## config.mk

```make
export PLATFORM = sky130hd
export DESIGN_NAME = t_toggle_decoder
export DESIGN_NICKNAME = d
export VERILOG_FILES = /design/src/rtl/t_toggle_decoder.sv
export SDC_FILE = /design/constraint.sdc
export NUM_CORES = 1
export LEC_CHECK = 0
export BUFFER_PORTS_ARGS = -buffer_cell sky130_fd_sc_hd__buf_2
export CELL_PAD_IN_SITES_DETAIL_PLACEMENT = 1
export CELL_PAD_IN_SITES_GLOBAL_PLACEMENT = 2
export CORE_MARGIN = 5
export CORE_UTILIZATION = 30
export DETAILED_ROUTE_END_ITERATION = 10
export MAX_ROUTING_LAYER = met4
export PLACE_DENSITY_LB_ADDON = 0.1
export SLEW_MARGIN = 20
export SYNTH_ARGS = -nofsm -noshare
export SYNTH_HDL_FRONTEND = slang
export SYNTH_SLANG_ARGS = --single-unit
```

## constraint.sdc

```tcl
create_clock -name i_clk -period 5.1 [get_ports i_clk]
set_clock_uncertainty 0.1 [all_clocks]
set_input_delay 1.02 -clock i_clk [delete_from_list [all_inputs] [get_ports i_clk]]
set_output_delay 1.02 -clock i_clk [all_outputs]
set_load 0.05 [all_outputs]
```

## src/rtl/t_toggle_decoder.sv

```systemverilog
// Toggle-line event decoder: synchronises a remote T flip-flop output, turns each edge into a
// one-cycle pulse, counts events and buffers pending ones behind a valid/ready handshake.
module t_toggle_decoder #(
    parameter int unsigned SYNC_STAGES = 2,
    parameter int unsigned CNT_W       = 8,
    parameter int unsigned PEND_W      = 4
) (
    input  logic              i_clk,
    input  logic              i_rst_n,
    input  logic              i_tgl_in,
    input  logic              i_en,
    input  logic              i_clr,
    input  logic              i_ev_ready,
    output logic              o_ev_valid,
    output logic              o_ev_pulse,
    output logic              o_level,
    output logic [CNT_W-1:0]  o_ev_cnt,
    output logic [PEND_W-1:0] o_pend,
    output logic              o_ovf
);

    localparam logic [PEND_W-1:0] PEND_MAX = '1;
    localparam logic [PEND_W-1:0] PEND_ONE = {{(PEND_W-1){1'b0}}, 1'b1};
    localparam logic [CNT_W-1:0]  CNT_ONE  = {{(CNT_W-1){1'b0}}, 1'b1};

    logic [SYNC_STAGES-1:0] r_sync;
    logic                   r_tgl_d;
    logic                   r_ev_pulse;
    logic [CNT_W-1:0]       r_ev_cnt;
    logic [PEND_W-1:0]      r_pend;
    logic                   r_ovf;

    logic w_level;
    logic w_edge;
    logic w_ev;
    logic w_ev_valid;
    logic w_pop;

    assign w_level    = r_sync[SYNC_STAGES-1];
    assign w_edge     = w_level ^ r_tgl_d;
    assign w_ev       = w_edge & i_en & ~i_clr;
    // Valid depends on registered state only, so there is no ready-to-valid path.
    assign w_ev_valid = (r_pend != '0);
    assign w_pop      = w_ev_valid & i_ev_ready;

    always_ff @(posedge i_clk or negedge i_rst_n) begin
        if (!i_rst_n) begin
            r_sync     <= '0;
            r_tgl_d    <= 1'b0;
            r_ev_pulse <= 1'b0;
            r_ev_cnt   <= '0;
            r_pend     <= '0;
            r_ovf      <= 1'b0;
        end else begin
            r_sync     <= {r_sync[SYNC_STAGES-2:0], i_tgl_in};
            // tgl_d tracks level regardless of en/clr so re-enabling never sees a stale edge.
            r_tgl_d    <= w_level;
            r_ev_pulse <= w_ev;
            if (i_clr) begin
                r_ev_cnt <= '0;
                r_pend   <= '0;
                r_ovf    <= 1'b0;
            end else begin
                if (w_ev) begin
                    r_ev_cnt <= r_ev_cnt + CNT_ONE;
                end
                if (w_ev && !w_pop) begin
                    if (r_pend != PEND_MAX) begin
                        r_pend <= r_pend + PEND_ONE;
                    end else begin
                        r_ovf <= 1'b1;
                    end
                end else if (!w_ev && w_pop) begin
                    r_pend <= r_pend - PEND_ONE;
                end
            end
        end
    end

    assign o_ev_valid = w_ev_valid;
    assign o_ev_pulse = r_ev_pulse;
    assign o_level    = w_level;
    assign o_ev_cnt   = r_ev_cnt;
    assign o_pend     = r_pend;
    assign o_ovf      = r_ovf;

endmodule

```

==> flow_summary.toml, run 1 <==
[clocking]
cts-hold-fix-buffers = 0
clock-sinks = 17
cts_root_buf = "clkbuf_4"
cts_max_path_buffers = 2
ctsResizeCount = 0
cts_tree = "yes"
clk_pin_slew_ns = 0.11
clkLatencyLatePin_ns = 0.29
htreeDepth = 1
cts-buffers-inserted = 3
postCtsSetupBuffers = 0

[timing]
slew_viol_final = 0
finalWorstSetupSlack_ns = 2.309
fin_crit_ns = 2.791
rsz0062_at_grt = "false"
tightest_slew_ns = 0.3960
setup_tns_ns = 0
hold_violations = 0
fmax_mhz = 358.3
slew_headroom = 0.7360
finalCritPeriodShare = 0.5472
finalSetupViolCount = 0

[drt]
dr.pass1.iters = 3
wirelength_um = 2085
vias = 704
first_iter_violations = 7
wl_per_cell_um = 14.89
drtAntennaViolNets = 0
routed_via_density = 5.029
drcViolationCount = 0

[synthesis]
syn_area_per_cell_um2 = 10.79
synth_top_area_cell = "dfrtp_1"
syn-cell-area_um2 = 917.1
synth_fp_nets = 95
synth_top_area_share = 0.4638
syn_inst = 85
ys_types = 30
ys.flop_type = "dfrtp_1"
ys_ff_latch = 17
async_flop_share = 1.000
yosysSeqAreaShare = 0.4638
synth.most_common_cell = "dfrtp_1"
yosysWarningCount = 0
synth_top_cells_by_count = "dfrtp_1, nor2_1, a21oi_1"
synth-edff-count = 0
synthTopCellsByArea = "dfrtp_1, ha_1, a21oi_1"

[run]
drv_cap = 0

[floorplan]
initial_core_util = 0.3054
io_pins = 22
std_cell_rows = 20
die_area_um2 = 4263
die_w_um = 65.29
fp.dieH_um = 65.29
fp.coreArea_um2 = 3003

[worst_setup_path]
worstPathArrival_ns = 1.67
endpoint_kind = "output port"
cp_max_fo = 6
ff2ff_path_depth = 7
r2r-start = "o_pend[1]"
crit_type = "register to output port"
slowest_delay_ns = 0.67
r2r_setup_slack_ns = 2.44
slowest_stage = "or4_2"
reg2reg_to = "o_pend[3]"
startpoint_type = "register"
worstPathRequired_ns = 3.98
crit_chain = "or4_2 > buf_2"

[global_route]
globalRouteTotalUtil = 0.1116
met2_usage = 0.1745
grt-busiest-layer = "met2"
use_met1 = 0.1380
grt.met3_usage = 0.02735
grt_overflow_total = 0
first_global_vias = 723
grt_pass1_wl_um = 3491
grt_start_max_net_pins = 18
antenna_found_initial = 0

[final_layout]
syn_to_final_growth_pct = 16.78
diodes = 0
drive_above_1_share = 0.2897
num-nets-final = 118
fillers = 353

[power]
vdd_drop_max_mv = 0.1465
p_sw_w = 0.0002347
p_seq_frac = 0.363
p_sw_frac = 0.4675
power_frac_comb = 0.489
leakagePower_nw = 0.5177
pwr-share-clk = 0.148
p_int_w = 0.0002673
p_per_area_nw_per_um2 = 468.8

[placement]
port_buffers = 21
place_ws_ns = 2.073
dpl.hpwl_um = 1552
gp_congestion = 0.6855

[min_path]
whs_endpoint = "r_sync[1]"
worstHoldStart = "r_sync[0]"
hold_path_class = "register to register"
hold_depth = 0

[status]
status = "finished, final reports clean"
cell families (layout without fill, tap and decap cells):
kind of cell	Yosys count	in the layout	synth area share
AOI/OAI and AO/OA	18	18	0.1364
xor gates and xnor gates	6	6	0.07778
adders and majority gates	4	4	0.06276
DFF	17	17	0.4638
muxes	2	2	0.04092
buffers and inverters	8	30	0.04228
and+or+nand+nor	30	30	0.1760
final cells by class:
class | instances | area, um^2 | area share
sequential | 17 | 425.4 | 0.3972
clock buffer | 3 | 22.52 | 0.02103
timing repair buffer | 21 | 105.1 | 0.09813
clock inverter | 1 | 5.005 | 0.004673
multi-input combinational | 60 | 452.9 | 0.4229
inverter | 5 | 18.77 | 0.01752
tap | 33 | 41.29 | 0.03855
power by group through the flow:
stage                     sequential [W]  combinational [W]  clock [W]
after global routing            0.000187           0.000263  0.0000865
after floorplan                 0.000233           0.000150          0
after CTS                       0.000182           0.000250  0.0000783
after global placement          0.000185           0.000247          0
after detailed placement        0.000185           0.000249          0
final                           0.000182           0.000246  0.0000744
state kept, by name, summed over array words and instances (netlist names):
name,flops
r_tgl_d,1
r_sync,2
o_pend,4
o_ev_pulse,1
o_ev_cnt,8
o_ovf,1
routing by layer:
| layer | vias up | part of all wire |
|---|---|---|
| met5 | - | 0 |
| met4 | 0 | 0.0062 |
| met3 | 2 | 0.040 |
| met2 | 14 | 0.46 |
| met1 | 344 | 0.49 |
| li1 | 344 | - |
worst max-delay path by stage:
stage | start | to | slack (ns) | cells after the start
finish | o_pend[1] | o_ev_valid | 2.31 | 2
global route | o_pend[0] | o_ev_valid | 2.24 | 2
CTS | o_pend[1] | o_ev_valid | 2.28 | 2
detailed placement | i_clr | o_pend[3] | 2.07 | 8
global placement | i_clr | o_pend[3] | 2.11 | 8
floorplan | i_en | o_pend[3] | 2.28 | 7
cells in the final DEF (no fill, tap or decap):
cell	n
inv_1	5
nor2_1	8
nand3_1	5
a21o_1	1
mux2_4	1
and2_1	1
fa_1	1
xnor2_1	2
buf_2	21
and4_1	1
ha_1	3
mux2i_4	1
xor2_1	3
or3_1	4
clkbuf_4	3
dfrtp_1	17
o41ai_1	1
nand2_1	3
or3b_1	1
clkinv_2	1
nand4_1	4
o41ai_4	1
a21oi_2	1
a21oi_1	7
xor2_4	1
o21ai_0	6
nor2b_1	1
or4_2	1
o21a_1	1
and3_1	1
worst max-delay path: cells and delay by family, from the launching register on:
family,cells,cell delay [ns]
DFF,1,0.47
and+or+nand+nor,1,0.67
buffers and inverters,1,0.23
through the flow:
stage                 util  hold WS [ns]  cells  power [W]  cell area, um^2
detailed placement  0.3475        0.2397    136  0.0004339             1044
floorplan                -        0.2312     85  0.0003836            917.1
global route        0.3567        0.2731    140  0.0005366             1071
CTS                 0.3567        0.2664    140  0.0005101             1071
finish              0.3567        0.2626    140  0.0005020             1071
global placement    0.3475        0.2336    136  0.0004313             1044
Power figures use the tool's default switching activity.
==> run 2, diff against run 1 <==
- clock period: 5.1 -> 2.8 ns (I/O delays scaled with it)
==> run 2 against run 1 <==
Clock power rose by 79%. Critical endpoint is now o_pend[3]. Sequential share of layout area fell by 0.50 points. Critical path depth rose by 5. Highest routed layer unchanged. Combinational power rose by 88%. Total power rose by 84%.
==> flow_summary.toml, run 2 (synthesis results as in run 1) <==
[worst_setup_path]
crit_chain = "o41ai_4 > nand4_1 > ha_1 > a21o_1 > a21oi_1 > mux2i_4 > mux2_4"
critical_path.top_delay_family = "compound AO/OA/AOI/OAI gates"
cp_num_buf_inv = 0
endpoint_kind = "register"
cp_max_fo = 6
startpoint_type = "register"
slowest_delay_ns = 0.47
crit_type = "register to register"
slowest_stage = "dfrtp_1"
worstPathRequired_ns = 2.88
worstPathArrival_ns = 2.66

[drt]
drtAntennaViolNets = 0
wl_met2_um = 996
first_iter_violations = 20
wirelength_um = 2175
vias = 738
dr.pass1.iters = 4
routed_via_density = 5.197
wl_per_cell_um = 15.32
met1_length_um = 1053
drcViolationCount = 0
dr_wl_met3_um = 98
top_layer = "met4"

[clocking]
cts-buffers-inserted = 3
postCtsSetupBuffers = 0
clkLatencyLatePin_ns = 0.29
clock-sinks = 17
clk_pin_slew_ns = 0.10
cts_max_path_buffers = 2
cts_root_buf = "clkbuf_4"
htreeDepth = 1
cts-hold-fix-buffers = 0
ctsResizeCount = 0
cts_tree = "yes"

[final_layout]
num-nets-final = 120
syn_to_final_growth_pct = 18.28
diodes = 0
seq_area_um2 = 425.4
final_util = 0.3613
mostFrequentLayoutCell = "buf_2"
largest_reg_flops = 8
final_cell_mix = "buf_2, dfrtp_1, nor2_1"
drive_above_1_share = 0.2936
multi_input_area_um2 = 452.9
fillers = 360

[floorplan]
std_cell_rows = 20
initial_core_util = 0.3054
fp.coreArea_um2 = 3003
io_pins = 22
die_area_um2 = 4263
fp.dieH_um = 65.29
die_w_um = 65.29

[power]
vdd_drop_max_mv = 0.2388
p_int_w = 0.0005010
p_sw_frac = 0.4590
p_per_area_nw_per_um2 = 853.7
leakagePower_nw = 0.5243
p_sw_w = 0.0004250
p_seq_frac = 0.358
pwr-share-clk = 0.143
power_frac_comb = 0.499

[timing]
tightest_slew_ns = 0.4023
rsz0062_at_grt = "false"
setup_tns_ns = 0
fmax_mhz = 387.9
fin_crit_ns = 2.578
hold_slack_ns = 0.08285
hold_violations = 0
finalCritPeriodShare = 0.9208
slew_viol_final = 0
finalSetupViolCount = 0
slew_headroom = 0.7318

[status]
status = "finished, final reports clean"

[global_route]
first_global_vias = 782
antenna_found_initial = 0
grt_overflow_total = 0
grt_start_max_net_pins = 18
grt_pass1_wl_um = 3615
globalRouteTotalUtil = 0.1149

[placement]
port_buffers = 21
gp_congestion = 0.7330
dpl.hpwl_um = 1664

[run]
drv_cap = 0

[min_path]
hold_path_class = "input pin to asynchronous set/reset pin"
[run 2: cell types whose count changed in the layout (fill, tap and decap cells not counted)]
cell      delta
buf_4        +2
clkbuf_1     +1
clkinv_2     -1
[run 2: final cells by class]
cell class                      count  area share
Tap cell                           33     0.03806
Timing Repair Buffer               23      0.1107
Inverter                            5     0.01730
Sequential cell                    17      0.3922
Clock buffer                        4     0.02422
Multi-Input combinational cell     60      0.4175
[run 2: worst paths after layout]
kind	from	endpoint	slack, ns	cells after the start
min in group i_clk	i_tgl_in	r_sync[0]	0.27	1
worst max register to register	o_pend[2]	o_pend[3]	0.22	7
worst min register to register	r_sync[0]	r_sync[1]	0.28	0
max in group asynchronous	i_rst_n	o_ev_cnt[7]	2.23	1
worst min-delay path	i_rst_n	o_pend[0]	0.08	1
worst max-delay path	o_pend[2]	o_pend[3]	0.22	7
[run 2: metal layers]
metal | global-route usage | up-vias
li1 | - | 345
met1 | 0.1422 | 372
met2 | 0.1808 | 17
met3 | 0.02735 | 4
met4 | 0.04663 | 0
met5 | - | -
[run 2: stage by stage]
step	cells	total power [W]	cell area [um^2]	worst slack, ns
6_report	142	0.0009261	1085	0.2217
5_1_grt	142	0.0009866	1085	0.07904
2_1_floorplan	85	0.0006987	917.1	0.03279
3_3_place_gp	137	0.0007849	1051	0.2013
4_1_cts	141	0.0009265	1077	0.1129
3_5_place_dp	137	0.0007902	1051	0.1263
[run 2: power groups by stage]
stage / clock network [W] / registers [W] / logic (W)
floorplan: 0 / 0.000425 / 0.000274
global placement: 0 / 0.000330 / 0.000455
detailed placement: 0 / 0.000336 / 0.000454
CTS: 0.000140 / 0.000332 / 0.000455
global route: 0.000150 / 0.000338 / 0.000498
finish: 0.000133 / 0.000331 / 0.000462
[run 2: worst reg2reg max path, delay by kind of cell, from the launching register on]
family          cells  cell delay [ns]
fa+ha+maj           1             0.31
simple gates        1             0.20
flops               1             0.47
compound gates      3             0.80
mux                 2             0.59
